### src/rtl/tx_release_scheduler_pkg.sv
// Shared definitions for the timestamp-gated TX release scheduler:
// state encodings, header layout and default frame length bounds.
package tx_release_scheduler_pkg;

    localparam logic [1:0] ST_IDLE    = 2'd0;
    localparam logic [1:0] ST_HDR_RD  = 2'd1;
    localparam logic [1:0] ST_WAIT    = 2'd2;
    localparam logic [1:0] ST_RELEASE = 2'd3;

    localparam int HDR_WORDS_DEF = 7;
    localparam int OFF_LEN       = 0;
    localparam int OFF_TS        = 1;
    localparam int OFF_HASH      = 5;
    localparam int HDR_RD_WORDS  = 5;

    localparam logic [15:0] MIN_LEN_DEF = 16'd60;
    localparam logic [15:0] MAX_LEN_DEF = 16'd1518;

    typedef struct packed {
        logic [15:0] len;
        logic [63:0] ts;
    } tx_hdr_t;

    // Payload words occupied by a frame; computed in 15 bits so len 16383 does not wrap.
    function automatic logic [13:0] payload_words(input logic [15:0] len);
        logic [14:0] half;
        half = ({1'b0, len[13:0]} + 15'd1) >> 1;
        return half[13:0];
    endfunction

endpackage

### src/rtl/tx_release_scheduler_if.sv
// Second read port into the TX slot RAM used by the release scheduler.
// Read data is valid one cycle after the address is presented.
interface tx_release_scheduler_if;

    logic [13:0] sched_mem_addr;
    logic [15:0] sched_mem_q;

    modport master (
        output sched_mem_addr,
        input  sched_mem_q
    );

    modport slave (
        input  sched_mem_addr,
        output sched_mem_q
    );

endinterface

### src/rtl/tx_release_scheduler_ts_compare.sv
// Timestamp due / late comparator for the release scheduler.
// Compare is single-cycle so the release decision lands in WAIT_TIME itself.
module tx_ts_compare #(
    parameter logic [63:0] LATE_THRESH = 64'd0
) (
    input  logic [63:0] global_counter,
    input  logic [63:0] tx_ts,
    output logic        due,
    output logic        late
);

    logic [64:0] sum;
    logic [63:0] limit;

    // ts + threshold saturates instead of wrapping past 2^64-1
    assign sum   = {1'b0, tx_ts} + {1'b0, LATE_THRESH};
    assign limit = sum[64] ? '1 : sum[63:0];

    assign due  = (tx_ts == 64'd0) || (global_counter >= tx_ts);
    assign late = (tx_ts != 64'd0) && (global_counter > limit);

endmodule

### src/rtl/tx_release_scheduler.sv
// Releases TX frames to the GMII sender once global_counter reaches each frame's timestamp.
// Optional `TX_SCHED_STATS_EN adds stat_tx_frames / stat_tx_late counters.
module tx_release_scheduler
    import tx_release_scheduler_pkg::*;
#(
    parameter int          HDR_WORDS   = HDR_WORDS_DEF,
    parameter logic [63:0] LATE_THRESH = 64'd0,
    parameter logic [15:0] MIN_LEN     = MIN_LEN_DEF,
    parameter logic [15:0] MAX_LEN     = MAX_LEN_DEF
) (
    input  logic        gmii_tx_clk,
    input  logic        sys_rst,
    input  logic [63:0] global_counter,
    input  logic        sched_en,
    input  logic [13:0] host_wr_ptr,
    tx_release_scheduler_if.master mem,
    output logic [13:0] sched_wr_ptr,
    output logic        sched_busy,
    output logic        sched_late,
    output logic        sched_len_err
`ifdef TX_SCHED_STATS_EN
    ,
    output logic [31:0] stat_tx_frames,
    output logic [31:0] stat_tx_late
`endif
);

    logic [1:0]  state;
    logic [13:0] hdr_ptr;
    logic [2:0]  rd_cnt;
    tx_hdr_t     hdr;
    logic        late_q;
    logic        ts_due;
    logic        ts_late;
    logic        len_bad;
    logic [13:0] nxt_ptr;

    tx_ts_compare #(
        .LATE_THRESH (LATE_THRESH)
    ) u_cmp (
        .global_counter (global_counter),
        .tx_ts          (hdr.ts),
        .due            (ts_due),
        .late           (ts_late)
    );

    assign len_bad    = (hdr.len < MIN_LEN) || (hdr.len > MAX_LEN);
    assign nxt_ptr    = hdr_ptr + 14'(HDR_WORDS) + payload_words(hdr.len);
    assign sched_busy = (state != ST_IDLE);

    always_ff @(posedge gmii_tx_clk) begin
        if (sys_rst) begin
            state              <= ST_IDLE;
            hdr_ptr            <= '0;
            rd_cnt             <= '0;
            hdr                <= '0;
            late_q             <= 1'b0;
            sched_wr_ptr       <= '0;
            mem.sched_mem_addr <= '0;
            sched_late         <= 1'b0;
            sched_len_err      <= 1'b0;
        end else begin
            sched_late    <= 1'b0;
            sched_len_err <= 1'b0;
            unique case (state)
                ST_IDLE: begin
                    if (sched_en && (hdr_ptr != host_wr_ptr)) begin
                        state              <= ST_HDR_RD;
                        rd_cnt             <= '0;
                        mem.sched_mem_addr <= hdr_ptr;
                    end
                end
                ST_HDR_RD: begin
                    rd_cnt <= rd_cnt + 3'd1;
                    if (rd_cnt < 3'(HDR_RD_WORDS - 1))
                        mem.sched_mem_addr <= hdr_ptr + 14'(rd_cnt) + 14'd1;
                    // rd_cnt-1 is the header word offset returned this cycle
                    case (rd_cnt)
                        3'd1: hdr.len        <= mem.sched_mem_q;
                        3'd2: hdr.ts[63:48]  <= mem.sched_mem_q;
                        3'd3: hdr.ts[47:32]  <= mem.sched_mem_q;
                        3'd4: hdr.ts[31:16]  <= mem.sched_mem_q;
                        3'd5: begin
                            hdr.ts[15:0] <= mem.sched_mem_q;
                            state        <= ST_WAIT;
                        end
                        default: ;
                    endcase
                end
                ST_WAIT: begin
                    if (ts_due) begin
                        state  <= ST_RELEASE;
                        late_q <= ts_late;
                    end
                end
                ST_RELEASE: begin
                    sched_wr_ptr  <= nxt_ptr;
                    hdr_ptr       <= nxt_ptr;
                    sched_late    <= late_q;
                    sched_len_err <= len_bad;
                    state         <= ST_IDLE;
                end
                default: state <= ST_IDLE;
            endcase
        end
    end

`ifdef TX_SCHED_STATS_EN
    always_ff @(posedge gmii_tx_clk) begin
        if (sys_rst) begin
            stat_tx_frames <= '0;
            stat_tx_late   <= '0;
        end else if (state == ST_RELEASE) begin
            stat_tx_frames <= stat_tx_frames + 32'd1;
            if (late_q)
                stat_tx_late <= stat_tx_late + 32'd1;
        end
    end
`endif

endmodule

### src/flat_wrapper.sv
// flat-port wrapper written by rule: the top's interface ports become plain ports
module tx_release_scheduler_flat import tx_release_scheduler_pkg::*;
#(
    parameter int          HDR_WORDS   = HDR_WORDS_DEF,
    parameter logic [63:0] LATE_THRESH = 64'd0,
    parameter logic [15:0] MIN_LEN     = MIN_LEN_DEF,
    parameter logic [15:0] MAX_LEN     = MAX_LEN_DEF
)
  (gmii_tx_clk, sys_rst, global_counter, sched_en, host_wr_ptr, sched_wr_ptr, sched_busy, sched_late, sched_len_err, mem_sched_mem_addr, mem_sched_mem_q);
  tx_release_scheduler_if mem_i ();
  input  logic gmii_tx_clk;
  input  logic sys_rst;
  input  logic [63:0] global_counter;
  input  logic sched_en;
  input  logic [13:0] host_wr_ptr;
  output logic [13:0] sched_wr_ptr;
  output logic sched_busy;
  output logic sched_late;
  output logic sched_len_err;
  output wire logic [$bits(mem_i.sched_mem_addr)-1:0] mem_sched_mem_addr;
  input wire logic [$bits(mem_i.sched_mem_q)-1:0] mem_sched_mem_q;
  assign mem_sched_mem_addr = mem_i.sched_mem_addr;
  assign mem_i.sched_mem_q = mem_sched_mem_q;
  tx_release_scheduler #(.HDR_WORDS(HDR_WORDS), .LATE_THRESH(LATE_THRESH), .MIN_LEN(MIN_LEN), .MAX_LEN(MAX_LEN)) u_core (.gmii_tx_clk(gmii_tx_clk), .sys_rst(sys_rst), .global_counter(global_counter), .sched_en(sched_en), .host_wr_ptr(host_wr_ptr), .mem(mem_i), .sched_wr_ptr(sched_wr_ptr), .sched_busy(sched_busy), .sched_late(sched_late), .sched_len_err(sched_len_err));
endmodule
### config.mk
export PLATFORM = sky130hd
export DESIGN_NAME = tx_release_scheduler_flat
export DESIGN_NICKNAME = d
export VERILOG_FILES = /design/src/rtl/tx_release_scheduler_pkg.sv /design/src/rtl/tx_release_scheduler_if.sv /design/src/rtl/tx_release_scheduler_ts_compare.sv /design/src/rtl/tx_release_scheduler.sv /design/src/flat_wrapper.sv
export SDC_FILE = /design/constraint.sdc
export NUM_CORES = 1
export LEC_CHECK = 0
export BUFFER_PORTS_ARGS = -buffer_cell sky130_fd_sc_hd__buf_4
export CAP_MARGIN = 20
export CORE_ASPECT_RATIO = 0.8
export CORE_MARGIN = 2
export CORE_UTILIZATION = 60
export CTS_BUF_LIST = sky130_fd_sc_hd__clkbuf_4 sky130_fd_sc_hd__clkbuf_8
export DETAILED_ROUTE_END_ITERATION = 10
export PLACE_DENSITY = 0.86
export REMOVE_ABC_BUFFERS = 1
export SLEW_MARGIN = 10
export SYNTH_ARGS = -nofsm -noshare
export SYNTH_HDL_FRONTEND = slang
export SYNTH_SLANG_ARGS = --single-unit
### constraint.sdc
create_clock -name gmii_tx_clk -period 7.85 [get_ports gmii_tx_clk]
set_input_delay 2.355 -clock gmii_tx_clk [delete_from_list [all_inputs] [get_ports gmii_tx_clk]]
set_output_delay 2.355 -clock gmii_tx_clk [all_outputs]
set_load 0.005 [all_outputs]
# After elaboration in Yosys (flattened, before gate mapping)

Index checks and enable logic that the tools add are counted.

Bits in registers: 116
Bits of input ports: 97
Output and inout bits: 31
Logic and storage cells: 65

Reduce and logical (&&, ||, !) cells: 19
Multiplexer cells: 9
Bitwise operators: 1
Add/sub/neg operators: 6
Magnitude comparators: 5
Equality and inequality tests: 13

Operators with widths:

| operator                                                         | count |
|---|---|
| greater-or-equal comparator 64 bit                               | 1 |
| greater-than comparator 64 bit                                   | 1 |
| logical NOT 64 bit                                               | 1 |
| nonzero test 64 bit                                              | 1 |
| two-way mux 14 bit                                               | 2 |
| case mux 14 bit (2 select lines)                                 | 1 |
| greater-than comparator 16 x 11 -> 1 bit (second input constant) | 1 |
| less-than comparator 16 x 6 -> 1 bit (second input constant)     | 1 |
| adder 14 x 1 -> 15 bit (second input constant)                   | 1 |
| adder 14 x 1 -> 14 bit (second input constant)                   | 1 |
| adder 14 bit                                                     | 1 |
| adder 14 x 3 -> 14 bit                                           | 1 |
| adder 14 x 3 -> 14 bit (second input constant)                   | 1 |
| != test 14 bit                                                   | 1 |
| AND reduction 2 bit                                              | 7 |
| case mux 2 bit (4 select lines)                                  | 1 |
| == test 3 x 2 -> 1 bit (second input constant)                   | 2 |
| == test 3 bit (second input constant)                            | 2 |
| two-way mux 2 bit                                                | 3 |
| != test 2 x 1 -> 1 bit (second input constant)                   | 3 |
| case mux 3 bit (2 select lines)                                  | 1 |
| AND reduction 3 bit                                              | 2 |
| == test 2 bit (second input constant)                            | 2 |
| nonzero test 2 bit                                               | 2 |
| other kinds (11)                                                 | 13 |

# Longest topological paths before layout

Word-level depth: 4
Depth in mapped cells: 14
Mapped depth without buffers: 14

# By module

Synthesis repeated with hierarchy kept, for this count alone.

Cells, all modules: 959
Area, all modules: 7546.0 um^2

By module, submodules not included:

| module               | area an instance (um^2) | sequential area each (um^2) | cells each | times used |
|---|---|---|---|---|
| tx_release_scheduler | 5756.8                  | 2322.2                      | 708        | 1 |
| tx_ts_compare        | 1789.2                  | 0.0                         | 251        | 1 |

# Worst setup path after synthesis

Ideal clock, no wire load.

Path type: input -> register
Start: input port global_counter[17]
End: register u_core.state[1]
Setup time: 0.122 ns
Data required time: 7.728 ns
Setup slack: 3.294 ns
Buffers on the path: 0
Stages on the path: 8
Data arrival time: 4.434 ns
Cells stage by stage: ha_1 -> a21o_1 -> a221o_1 -> a22o_1 -> o32a_1 -> a2111oi_4 -> a2111oi_1 -> a311o_1

Cells in the longest elaborated chain, start to end: 4

Ends and longest elaborated chain:

| what                               | RTL line                              | RTL |
|---|---|---|
| start, declared                    | flat_wrapper.sv:13                    | `input logic [63:0] global_counter;` |
| greater-or-equal comparator 64 bit | tx_release_scheduler_ts_compare.sv:19 | `assign due = (tx_ts == 64'd0) \|\| (global_counter >= tx_ts);` |
| logical OR 1 bit                   | tx_release_scheduler_ts_compare.sv:19 |  |
| != test 2 x 1 -> 1 bit (no line)   | n/a                                   |  |
| AND reduction 3 bit (no line)      | n/a                                   |  |
| end signal, assigned               | tx_release_scheduler.sv:53            | `state <= ST_IDLE;` |
| end signal, assigned               | tx_release_scheduler.sv:68            | `state <= ST_HDR_RD;` |
| end signal, assigned               | tx_release_scheduler.sv:85            | `state <= ST_WAIT;` |
| end, declared                      | tx_release_scheduler.sv:28            | `logic [1:0] state;` |

Every way passes these cells.
A chain may end at the register's enable or synchronous reset.

# Worst setup path in the final report

Start: input port global_counter[59]
End: register u_core.state[1]

The elaborated chain is that of the path after synthesis.

==> impl_metrics.env <==
export IMPL_power_per_cell_area_nw_per_um2=199
export IMPL_die_w_um=128
export IMPL_holdBufCountCts=0
export IMPL_finalSetupViolCount=0
export IMPL_post_dp_hpwl_um=15200
export IMPL_worstSetupPathType="primary input to register"
export IMPL_first_iter_violations=668
export IMPL_maxCapViolCount=0
export IMPL_drive_above_1_share=0.156
export IMPL_cts_buffers_inserted=17
export IMPL_clkSlewWorstSetupHoldPaths_ps=70
export IMPL_ant_nets=0
export IMPL_r2r_end="u_core.sched_wr_ptr[13]"
export IMPL_rows=36
export IMPL_syn_instance_count=951
export IMPL_track_usage=0.315
export IMPL_ys_warn_count=0
export IMPL_die_area_um2=13200
export IMPL_grt_antenna_before_repair=0
export IMPL_htree_levels=4
export IMPL_timing_hold_violations_final=0
export IMPL_p_total_w=0.00176
export IMPL_p_leak_nw=3.62
export IMPL_cts_root_buf="clkbuf_8"
export IMPL_slowest_delay_ps=750
export IMPL_whs_path_depth=2
export IMPL_worstMarginPinSlew_ps=929
export IMPL_ys_top_cells_by_area="dfxtp_1 (31%), ha_1 (17%), nand2_1 (9.9%)"
export IMPL_grt_pass1_wl_um=32400
export IMPL_grt_start_max_net_pins=62
export IMPL_crit_arrival_ps=4890
export IMPL_cts_tree="done"
export IMPL_timing_final_crit_share=0.575
export IMPL_hp_class="register to register"
export IMPL_skew_ps=9.79
export IMPL_yosys_area_top_type="dfxtp_1"
export IMPL_r2r_start="u_core.hdr[68]"
export IMPL_post_place_cells=1197
export IMPL_min_period_ps=4510
export IMPL_clock_latency_ps=430
export IMPL_antennaDiodeCount=0
export IMPL_r2r_setup_slack_ps=4600
export IMPL_grt_overflow_total=0
export IMPL_portBuffers=127
export IMPL_end_kind="register"
export IMPL_drtPass1Iterations=5
export IMPL_post_cts_buffers=0
export IMPL_core_area_um2=12100
export IMPL_routabilityCongestion=0.956
export IMPL_cts_sinks=116
export IMPL_ff2ff_path_depth=13
export IMPL_grt_setup_unrepaired="no"
export IMPL_max_slew_margin_rel=0.381
export IMPL_vias=7187
export IMPL_path_buf_inv=1
export IMPL_final_common_cell="nand2_1"
export IMPL_cp_max_fo=4
export IMPL_cp_required_ps=8230
export IMPL_wl_um=20400
export IMPL_clk_path_buf_depth=2
export IMPL_syn_to_final_growth_pct=19.3
export IMPL_fmax_mhz=222
export IMPL_whs_endpoint="u_core.hdr[78]"
export IMPL_setup_tns_final_ps=0
export IMPL_ios=128
export IMPL_vias_per_cell=5.86
export IMPL_chipHeight_um=103
export IMPL_avgSynthCellArea_um2=7.77
export IMPL_route_detailed_drc=0
export IMPL_synth_ff_type="dfxtp_1"
export IMPL_seq_area_frac_synth=0.314
export IMPL_final_nets=1266
export IMPL_start_util=0.610
export IMPL_slowest_stage="nor4_1"
export IMPL_cp_top_family="simple AND/OR/NAND/NOR gates"
export IMPL_wl_per_cell_um=16.6
export IMPL_hold_start="u_core.hdr[78]"
export IMPL_grt_pass1_vias=6681
export IMPL_cts_resized=0
export IMPL_status="finished clean"
export IMPL_synth_edf_count=0
export IMPL_hold_slack_ps=463
export IMPL_synth_cell_types=50
export IMPL_final_cell_mix="nand2_1 (194), buf_4 (129), a21oi_1 (124), dfxtp_1 (116), ha_1 (103)"
export IMPL_synth_top_area_frac=0.314
export IMPL_synth_seq_cells=116
export IMPL_start_kind="primary input"
export IMPL_maxSlewViolCount=0
export IMPL_crit_chain="buf_4, ha_1, nand4_1, nor4_1, and3_1, a31oi_1, and2_1, a2111oi_1, a311o_1"
export IMPL_stdcell_count=1227
export IMPL_synth_async_reset_ratio=0
export IMPL_netlist_area_um2=7390
export IMPL_peakVddDrop_uv=135
where the power goes:
| group | switching [W] | total (W) | internal (W) |
|---|---|---|---|
| logic | 0.000276 | 0.000506 | 0.000231 |
| clock network | 0.000238 | 0.000566 | 0.000328 |
| registers | 0.0000420 | 0.000685 | 0.000643 |
| total | 0.000555 | 0.00176 | 0.00120 |
cell usage after synthesis (all sizes together) (2+ instances only):
| cell type | n |
|---|---|
| and3 | 11 |
| o21a | 4 |
| ha | 103 |
| a21o | 6 |
| a31oi | 3 |
| o211ai | 4 |
| nand2 | 194 |
| a221oi | 2 |
| nor2b | 3 |
| a2111oi | 2 |
| nor2 | 53 |
| dfxtp | 116 |
| a211oi | 19 |
| and2 | 5 |
| nand2b | 2 |
| mux2i | 12 |
| nor3 | 8 |
| or3 | 3 |
| a21oi | 124 |
| xor2 | 28 |
| inv | 89 |
| nand3b | 2 |
| and4 | 5 |
| a22oi | 2 |
| nand3 | 17 |
| clkbuf | 35 |
| a31o | 2 |
| o21ai | 14 |
| nor4 | 26 |
| fa | 2 |
| xnor2 | 19 |
| nand4 | 21 |
state kept, by name, summed over array words and instances (netlist names):
name	flops
u_core.state	2
u_core.late_q	1
u_core.rd_cnt	3
u_core.hdr	80
u_core.sched_len_err	1
u_core.mem.sched_mem_addr	14
u_core.sched_late	1
u_core.sched_wr_ptr	14
through the flow:
| stage | util | cell area [µm²] | setup slack, ps |
|---|---|---|---|
| 6_report | 0.728 | 8820 | 3340 |
| 5_1_grt | 0.728 | 8820 | 3230 |
| 4_1_cts | 0.728 | 8820 | 3440 |
| 3_5_place_dp | 0.695 | 8420 | 3020 |
| 3_3_place_gp | 0.695 | 8420 | 3050 |
| 2_1_floorplan | - | 7260 | 3290 |
cell type report:
cell class                      instances  area, µm²
Sequential cell                       116       2320
Clock buffer                           20        269
Inverter                               89        334
Timing Repair Buffer                  129        968
Tap cell                              152        190
Fill cell                             943       3300
Clock inverter                         10        133
Multi-Input combinational cell        711       4600
how the worst max path moves through the flow:
stage | slack (ps) | from | endpoint | cells past startpoint
6_report | 3340 | global_counter[59] | u_core.state[1] | 9
3_3_place_gp | 3050 | global_counter[17] | u_core.state[1] | 9
3_5_place_dp | 3020 | global_counter[59] | u_core.state[1] | 9
5_1_grt | 3230 | global_counter[59] | u_core.state[1] | 9
4_1_cts | 3440 | global_counter[59] | u_core.state[1] | 9
2_1_floorplan | 3290 | global_counter[17] | u_core.state[1] | 8
logic make-up after synthesis:
kind of cell / Yosys count / synth area share
AOI/OAI and AO/OA: 193 / 0.156
xor gates and xnor gates: 47 / 0.0557
adders and majority gates: 105 / 0.180
buffers and inverters: 124 / 0.0630
DFF: 116 / 0.314
muxes: 13 / 0.0178
and+or+nand+nor: 353 / 0.214
metal layers:
metal	wire length [µm]	vias to the layer above	track usage
met4	524	0	0.126
met1	8810	3334	0.413
met3	1880	54	0.0787
met2	9150	292	0.507
li1	-	3507	-
met5	0	-	0
worst min-delay path: cells and delay by family (launching register included):
kind | cells | cell delay [ps]
and+or+nand+nor | 1 | 50
AOI/OAI and AO/OA | 1 | 50
DFF | 1 | 310
Power figures use the tool's default switching activity.
